$ cat src/rtl/cxl_crd_pkg.sv
// ---------------------------------------------------------------------------
// cxl_crd_pkg
// Shared definitions for the CXL link-layer credit path. The default widths
// and the initial credit pool live here so the receiver-side return
// generator and the transmitter-side credit counter always agree.
//   crd_rtn_state_e : return-generator FSM state (IDLE / INIT / RUN)
//   DEF_CRD_WIDTH   : pending-credit accumulator width
//   DEF_RTN_WIDTH   : width of one credit-return field
//   DEF_INIT_CRD    : credits advertised after link-up
// ---------------------------------------------------------------------------
package cxl_crd_pkg;

   localparam int DEF_CRD_WIDTH = 7;
   localparam int DEF_RTN_WIDTH = 4;
   localparam int DEF_INIT_CRD  = 64;

   typedef enum logic [1:0] {
      IDLE = 2'b00,
      INIT = 2'b01,
      RUN  = 2'b10
   } crd_rtn_state_e;

endpackage

$ cat src/rtl/cxl_crd_rtn_timer.sv
// ---------------------------------------------------------------------------
// cxl_crd_rtn_timer
// Saturating idle timer. Counts up while enabled and stops at RTN_TIMEOUT;
// a clear wins over enable.
//   i_clk, i_rst_n : clock, asynchronous active-low reset
//   i_clr          : synchronous clear to zero
//   i_en           : count enable
//   o_tc           : terminal count reached (count == RTN_TIMEOUT)
// ---------------------------------------------------------------------------
module cxl_crd_rtn_timer #(
   parameter int RTN_TIMEOUT = 16
) (
   input  logic i_clk,
   input  logic i_rst_n,
   input  logic i_clr,
   input  logic i_en,
   output logic o_tc
);

   localparam int TW = $clog2(RTN_TIMEOUT + 1);
   localparam logic [TW-1:0] TC_VAL = TW'(RTN_TIMEOUT);

   logic [TW-1:0] count;

   always_ff @(posedge i_clk or negedge i_rst_n) begin
      if (!i_rst_n) begin
         count <= '0;
      end else if (i_clr) begin
         count <= '0;
      end else if (i_en && (count != TC_VAL)) begin
         count <= count + TW'(1);
      end
   end

   assign o_tc = (count == TC_VAL);

endmodule

$ cat src/rtl/cxl_crd_rtn_gen.sv
// ---------------------------------------------------------------------------
// cxl_crd_rtn_gen
// Receiver-side credit return generator. Accumulates RX entries freed by the
// consumer and hands them back to the remote transmitter as bounded
// credit-return values. After link-up the initial pool INIT_CRD is
// advertised through the same return path before normal operation (RUN).
//
// Return handshake: o_rtn_valid/o_rtn_val form a valid/ready source. Once
// o_rtn_valid is high, o_rtn_val is held stable until i_rtn_ready is seen
// high on a rising edge (the handshake); valid never depends on ready. A
// link-down drops an offer without a handshake.
//
// Ports:
//   i_clk, i_rst_n : clock, asynchronous active-low reset
//   i_link_up      : link trained; low aborts to IDLE
//   i_free_en      : i_free_val valid this cycle
//   i_free_val     : entries freed this cycle
//   i_rtn_ready    : flit packer accepts the offered return
//   o_rtn_valid    : credit return offered
//   o_rtn_val      : credits in the offered return
//   o_pending      : registered pending-credit count
//   o_state        : FSM state (debug)
//   o_err          : sticky accumulator overflow
// ---------------------------------------------------------------------------
module cxl_crd_rtn_gen
   import cxl_crd_pkg::*;
#(
   parameter int CRD_WIDTH   = DEF_CRD_WIDTH,
   parameter int RTN_WIDTH   = DEF_RTN_WIDTH,
   parameter int INIT_CRD    = DEF_INIT_CRD,
   parameter int RTN_THRESH  = 8,
   parameter int RTN_TIMEOUT = 16
) (
   input  logic                 i_clk,
   input  logic                 i_rst_n,
   input  logic                 i_link_up,
   input  logic                 i_free_en,
   input  logic [CRD_WIDTH-1:0] i_free_val,
   input  logic                 i_rtn_ready,
   output logic                 o_rtn_valid,
   output logic [RTN_WIDTH-1:0] o_rtn_val,
   output logic [CRD_WIDTH-1:0] o_pending,
   output logic [1:0]           o_state,
   output logic                 o_err
);

   localparam int XW      = CRD_WIDTH + 1;
   localparam int RTN_MAX = (1 << RTN_WIDTH) - 1;
   localparam logic [XW-1:0] CRD_LIMIT = {1'b0, {CRD_WIDTH{1'b1}}};

   crd_rtn_state_e       state;
   logic [CRD_WIDTH-1:0] pending;
   logic                 rtn_valid;
   logic [RTN_WIDTH-1:0] rtn_val;
   logic                 err;

   logic                 handshake;
   logic [XW-1:0]        base_ext;
   logic [XW-1:0]        free_ext;
   logic [XW-1:0]        sub_ext;
   logic [XW-1:0]        next_ext;
   logic                 overflow;
   logic [CRD_WIDTH-1:0] next_pending;
   logic [RTN_WIDTH-1:0] rtn_clamp;
   logic                 issue;
   logic                 timer_clr;
   logic                 timer_tc;

   assign handshake = rtn_valid & i_rtn_ready;

   // Next pending count, one bit wider so overflow is visible. Leaving IDLE
   // the base is the initial pool rather than the (zero) register.
   always_comb begin
      base_ext     = (state == IDLE) ? XW'(INIT_CRD) : {1'b0, pending};
      free_ext     = i_free_en ? {1'b0, i_free_val} : '0;
      sub_ext      = handshake ? XW'(rtn_val) : '0;
      next_ext     = base_ext + free_ext - sub_ext;
      overflow     = (next_ext > CRD_LIMIT);
      next_pending = overflow ? '1 : next_ext[CRD_WIDTH-1:0];
   end

   assign rtn_clamp = (pending > CRD_WIDTH'(RTN_MAX)) ? RTN_WIDTH'(RTN_MAX)
                                                      : pending[RTN_WIDTH-1:0];

   // Issue decisions use registered state only, so valid rises one cycle
   // after the condition holds and always leaves a bubble after a handshake.
   always_comb begin
      issue = 1'b0;
      if (!rtn_valid && (pending != '0)) begin
         if (state == INIT) begin
            issue = 1'b1;
         end else if (state == RUN) begin
            issue = (pending >= CRD_WIDTH'(RTN_THRESH)) || timer_tc;
         end
      end
   end

   // The idle timer only runs in RUN with something pending and no offer out.
   assign timer_clr = !i_link_up || (state != RUN) || (pending == '0) || rtn_valid;

   cxl_crd_rtn_timer #(
      .RTN_TIMEOUT (RTN_TIMEOUT)
   ) u_timer (
      .i_clk   (i_clk),
      .i_rst_n (i_rst_n),
      .i_clr   (timer_clr),
      .i_en    (1'b1),
      .o_tc    (timer_tc)
   );

   always_ff @(posedge i_clk or negedge i_rst_n) begin
      if (!i_rst_n) begin
         state     <= IDLE;
         pending   <= '0;
         rtn_valid <= 1'b0;
         rtn_val   <= '0;
         err       <= 1'b0;
      end else if (!i_link_up) begin
         // Abort: drop everything except the sticky error.
         state     <= IDLE;
         pending   <= '0;
         rtn_valid <= 1'b0;
         rtn_val   <= '0;
      end else begin
         pending <= next_pending;
         err     <= err | overflow;

         if (handshake) begin
            rtn_valid <= 1'b0;
         end else if (issue) begin
            rtn_valid <= 1'b1;
            rtn_val   <= rtn_clamp;
         end

         case (state)
            IDLE:    state <= INIT;
            INIT:    if ((pending == '0) && !rtn_valid) state <= RUN;
            RUN:     state <= RUN;
            default: state <= IDLE;
         endcase
      end
   end

   assign o_rtn_valid = rtn_valid;
   assign o_rtn_val   = rtn_val;
   assign o_pending   = pending;
   assign o_state     = state;
   assign o_err       = err;

endmodule

$ cat config.mk
export PLATFORM = sky130hd
export DESIGN_NAME = cxl_crd_rtn_gen
export DESIGN_NICKNAME = d
export VERILOG_FILES = /design/src/rtl/cxl_crd_pkg.sv /design/src/rtl/cxl_crd_rtn_timer.sv /design/src/rtl/cxl_crd_rtn_gen.sv
export SDC_FILE = /design/constraint.sdc
export NUM_CORES = 1
export LEC_CHECK = 0
export CORE_MARGIN = 10
export CORE_UTILIZATION = 45
export DETAILED_ROUTE_END_ITERATION = 12
export GPL_ROUTABILITY_DRIVEN = 0
export PLACE_DENSITY = 0.7
export RECOVER_POWER = 50
export SYNTH_ARGS = -nofsm -noshare
export SYNTH_HDL_FRONTEND = slang
export SYNTH_SLANG_ARGS = --single-unit
$ cat constraint.sdc
create_clock -name i_clk -period 3.65 [get_ports i_clk]
set_input_delay 0.365 -clock i_clk [delete_from_list [all_inputs] [get_ports i_clk]]
set_output_delay 0.365 -clock i_clk [all_outputs]
set_load 0.05 [all_outputs]
## Yosys cells after proc, flatten, opt, wreduce, memory -nomap -nowiden

Index checks and enable logic that the tools add are counted.

- Equality and inequality tests: 9
- Bitwise operators: 2
- $lt $le $gt $ge: 3
- Reductions and logical operators: 13
- Add/sub/neg operators: 3
- Muxes and demuxes: 20

Operators with widths:

| kind | count |
|---|---|
| 7-bit two-way mux | 4 |
| 4-bit two-way mux | 5 |
| 5-bit two-way mux | 2 |
| 7-bit by 7-bit adder with 8-bit output | 1 |
| 8-bit by 7-bit greater-than comparator with 1-bit output, second input constant | 1 |
| 8-bit by 4-bit subtractor with 8-bit output | 1 |
| 7-bit by 4-bit greater-or-equal comparator with 1-bit output, second input constant | 1 |
| 7-bit by 4-bit greater-than comparator with 1-bit output, second input constant | 1 |
| 7-bit logical NOT | 1 |
| 7-bit nonzero test | 1 |
| 1-bit two-way mux | 6 |
| 2-bit one-hot mux with 3 select lines | 1 |
| 5-bit by 1-bit adder with 5-bit output, second input constant | 1 |
| 5-bit equality test, second input constant | 1 |
| 5-bit != test, second input constant | 1 |
| 1-bit logical OR | 4 |
| 2-bit two-way mux | 2 |
| 2-bit != test, second input constant | 2 |
| 3-bit by 1-bit != test with 1-bit output, second input constant | 1 |
| 3-bit by 2-bit != test with 1-bit output, second input constant | 1 |
| 2-bit by 1-bit equality test with 1-bit output, second input constant | 1 |
| 2-bit equality test, second input constant | 1 |
| 1-bit logical AND | 2 |
| 1-bit logical NOT | 2 |
| 6 further kinds | 6 |

- Bits of input ports: 12
- Bits in registers: 20
- Word-level logic and storage cells: 56

## Longest topological paths before layout

- Depth after elaboration: 8
- Depth in mapped cells: 11
- Depth with buffers taken out: 11

## Hierarchy

Synthesis repeated with hierarchy kept, for this count alone.

- Cells, all modules: 169
- Area total of the unflattened synthesis: 1,582.8 sq um

By module, submodules not included:

| module | area an instance (sq um) | seq. area each (sq um) | times used | cells each |
|---|---|---|---|---|
| cxl_crd_rtn_gen | 1,302.5 | 375.4 | 1 | 142 |
| cxl_crd_rtn_timer | 280.3 | 125.1 | 1 | 27 |

## Worst setup path before layout

Ideal clock, no wire load.

- Kind: reg-to-reg
- Start: register state[0], in the netlist o_state[0]
- End: register pending[2], in the netlist o_pending[2]
- Data required time: 3.584 ns
- Setup slack: 0.440 ns
- Stages on the path, launching flop included: 12
- Arrival: 3.144 ns
- Path buffers: 0
- Path through: dfrtp_1 > inv_1 > ha_1 > nand2b_1 > fa_1 > inv_1 > ha_1 > o211ai_1 > o21ai_0 > a31oi_1 > xnor2_1 > o21a_1

- Longest elaborated chain between the ends: 7

RTL lines:

| what | line | text |
|---|---|---|
| from (decl) | cxl_crd_rtn_gen.sv:51 | `crd_rtn_state_e state;` |
| from (signal assigned) | cxl_crd_rtn_gen.sv:113 | `state <= IDLE;` |
| from (signal assigned) | cxl_crd_rtn_gen.sv:120 | `state <= IDLE;` |
| from (signal assigned) | cxl_crd_rtn_gen.sv:136 | `IDLE: state <= INIT;` |
| 2-bit logical NOT * | cxl_crd_rtn_gen.sv:74 | `base_ext = (state == IDLE) ? XW'(INIT_CRD) : {1'b0, pending};` |
| 7-bit two-way mux * | cxl_crd_rtn_gen.sv:74 |  |
| 7-bit by 7-bit adder with 8-bit output * | cxl_crd_rtn_gen.sv:77 | `next_ext = base_ext + free_ext - sub_ext;` |
| 8-bit by 4-bit subtractor with 8-bit output * | cxl_crd_rtn_gen.sv:77 |  |
| 8-bit by 7-bit greater-than comparator with 1-bit output | cxl_crd_rtn_gen.sv:78 | `overflow = (next_ext > CRD_LIMIT);` |
| 7-bit two-way mux * | cxl_crd_rtn_gen.sv:79 | `next_pending = overflow ? '1 : next_ext[CRD_WIDTH-1:0];` |
| 7-bit two-way mux * | cxl_crd_rtn_gen.sv:118 | `end else if (!i_link_up) begin` |
| to (signal assigned) | cxl_crd_rtn_gen.sv:125 | `pending <= next_pending;` |
| to (decl) | cxl_crd_rtn_gen.sv:52 | `logic [CRD_WIDTH-1:0] pending;` |

Every way passes the cells marked *; elsewhere a longest branch is shown, timed or not.
A chain may end at the register's enable or synchronous reset.

## Worst setup path in the final report

- Start: register state[0], in the netlist o_state[0]
- End: register pending[6], in the netlist o_pending[6]

Same word-level chain as after synthesis.

==> run metrics <==
maximum frequency from static timing analysis 305 MHz; path category of the worst min-delay check reg2reg; number of antenna violations at the first check in global routing 0; post-layout utilization of the core 58.6%; total via count in the routed design 1,126; Top-Level Pins 27; number of buffer cells added on primary ports 26; worst hold margin between 0.4 and 0.5 ns; diode insertion count for antenna repair 0; cell leakage power approximately 0.8 nW; via count of the first global-routing pass 1,147; clock tree from TritonCTS yes; post-synthesis cell area 1440 sq um; Total Wirelength 3.27 mm; final cycle utilization of the critical path 89.8%; CTS hold repair buffers 0; outcome finished clean; fin. max-slew vios 0; Final nets 210; proportion of synthesized chip area in sequential cells between 30% and 40%; worst clock skew 0.00739 ns; worst-path cell with the longest stage delay sky130_fd_sc_hd__xnor2_1; first-pass GRT wire length 5.59 mm; Die Outline Area 5860 sq um; worst-path fanout max 8; detailed-route wire length per cell 14.8 um; areal power density over the cells 956 nW/um^2; Synth Warn # 0; number of detailed-route iterations in the first pass 4; count of max-cap constraint violations 0; drc violations 0; leading cell types by total area after synthesis sky130_fd_sc_hd__dfrtp_1 35%, sky130_fd_sc_hd__ha_1 15%, sky130_fd_sc_hd__fa_1 5.6%; most frequent cells after synthesis 20 x sky130_fd_sc_hd__dfrtp_1, 18 x sky130_fd_sc_hd__inv_1, 17 x sky130_fd_sc_hd__ha_1, 10 x sky130_fd_sc_hd__nand2_1, 9 x sky130_fd_sc_hd__nand3_1; HPWL after detailed placement 2.66 mm; floorplan die height between 70 and 80 um; fraction of final layout cells sized beyond drive strength 1 roughly 4%; total placed cells including tap cells between 200 and 250; starting DRC count in detailed routing around 110; required time of the critical path 3.91 ns; die boundary width about 77 um; filler cell count 281; Post-synth EDFFs 0; worst rel slew slack a little over two fifths; ordered list of cells on the worst path inv_1 -> ha_1 -> nand2b_1 -> fa_1 -> inv_1 -> ha_1 -> o211ai_1 -> o21ai_0 -> a31oi_1 -> xnor2_1 -> o21a_1; Post-CTS Setup Inserts 0; RSZ-0062 raised after global routing false; synth-to-layout area growth 24.2%; count of non-filler cells in the finished layout 220; Via density a little over 5; arrival time at the worst endpoint 3.54 ns; CTS H-tree lvls 1; shortest period the worst path allows 3.28 ns; synth unique cells 32; Overall Global Routing Usage roughly 11%; WS Path Type reg2reg; Root Buffer sky130_fd_sc_hd__clkbuf_4; Worst IR Drop VDD 0.480 mV; library cell with the highest instance count after synthesis sky130_fd_sc_hd__dfrtp_1; FF-to-FF Start o_state[0]; Final Hold Violating Endpoints 0; final-report setup violation count 0; worst-case hold path end point o_err; core footprint 3050 sq um; initial cell density of the core 47.2%; number of sinks handled by clock tree synthesis 20; Num CTS Buffers 3; largest area contributor in the netlist sky130_fd_sc_hd__dfrtp_1; most used flip-flop cell after synthesis sky130_fd_sc_hd__dfrtp_1; Skew-Pair Late Insertion Delay just over 0.3 ns; Placement Rows 20; PostCTS Resize Cnt 0; cell count after synthesis 148; aggregate global routing overflow 0; syn nets 181; slack of the worst reg-to-reg path roughly 0.37 ns; type of origin of the critical path flip-flop; Worst Setup End Kind flip-flop; Post-synth ARST share 100%; origin of the worst min-delay path o_err; average instance area after synthesis 9.73 sq um; transition time at the pin with the least slew margin 0.869 ns; maximum single-stage delay on the critical path 0.53 ns; maximum number of pins on one net before global-route repair 23; setup TNS after final layout 0 ns; worst-case clock buffer depth 2; clock slew seen by the registers of the worst setup and hold paths ~0.12 ns; cell depth of the worst hold path 1; register bit total from synthesis 20; total design power 1.71 mW; FF-to-FF path depth 11; top-area cell type share of the netlist area 34.8%; Reg2Reg Capture Point o_pending[6]; antenna-violating nets left 0
-- sequential cells by signal (all words and copies together) (netlist names) --
signal,count
o_pending,7
u_timer.count,5
o_state,2
o_rtn_valid,1
o_rtn_val,4
o_err,1
-- power by group --
part	switching [mW]	leakage, nW	internal (mW)
logic	0.693	0.525	0.447
clock network	0.0709	0.0279	0.111
registers	0.0912	0.259	0.297
-- worst max path at each step --
stage                start      endpoint  slack, ns  depth (start not counted)
5_1_grt         o_state[0]  o_pending[3]       0.08                         11
3_3_place_gp   i_rtn_ready  o_pending[6]       0.45                         10
4_1_cts         o_state[0]  o_pending[6]       0.37                         11
3_5_place_dp   i_rtn_ready  o_pending[6]       0.34                         10
6_report        o_state[0]  o_pending[6]       0.37                         11
2_1_floorplan   o_state[0]  o_pending[2]       0.44                         11
-- worst max-delay path, delay by kind of cell, from the launching register on --
family | cells | cell delay (ns)
buf+inv | 2 | 0.14
flops | 1 | 0.42
simple gates | 1 | 0.19
fa+ha+maj | 3 | 1.16
compound gates | 4 | 0.77
xor+xnor | 1 | 0.53
-- stage by stage --
stage,instance area [sq um],setup WS [ns]
finish,1790,0.371
global route,1790,0.0830
CTS,1790,0.365
detailed placement,1740,0.336
global placement,1740,0.449
floorplan,1440,0.440
-- placed cells by master (no fill, tap or decap), types with 5 or more instances in the layout --
master,instances
sky130_fd_sc_hd__clkdlybuf4s50_1,23
sky130_fd_sc_hd__dfrtp_1,20
sky130_fd_sc_hd__ha_1,17
sky130_fd_sc_hd__inv_1,18
sky130_fd_sc_hd__nand2_1,10
sky130_fd_sc_hd__nand3_1,9
sky130_fd_sc_hd__nor2_1,7
sky130_fd_sc_hd__o21a_1,8
sky130_fd_sc_hd__o21ai_0,8
sky130_fd_sc_hd__xnor2_1,5
-- layout make-up --
type / count / area [sq um] / area share [%]
Tap cell: 44 / 55.1 / 3.08
Multi-Input combinational cell: 108 / 853 / 47.7
Clock inverter: 1 / 30.0 / 1.68
Sequential cell: 20 / 500 / 28.0
Timing Repair Buffer: 26 / 260 / 14.5
Clock buffer: 3 / 22.5 / 1.26
Inverter: 18 / 67.6 / 3.78
-- per-layer routing --
layer  share of wire [%]  GRT usage [%]  vias to the layer above
met1                  50           15.0                      529
met3                 6.0           4.13                        4
met5                   0              0                        -
li1                    -              -                      567
met2                  43           16.9                       26
met4                 1.0           3.35                        0
-- cells by family (layout without fill, tap and decap cells) --
kind of cell / after synthesis / in the layout / share of synthesized area [%]
compound gates: 36 / 36 / 17.6
mux: 2 / 2 / 1.39
simple gates: 40 / 40 / 14.7
fa+ha+maj: 21 / 21 / 20.3
buf+inv: 20 / 48 / 5.73
flops: 20 / 20 / 34.8
xor+xnor: 9 / 9 / 5.47
Note: power is estimated with default switching activity, not from simulation.
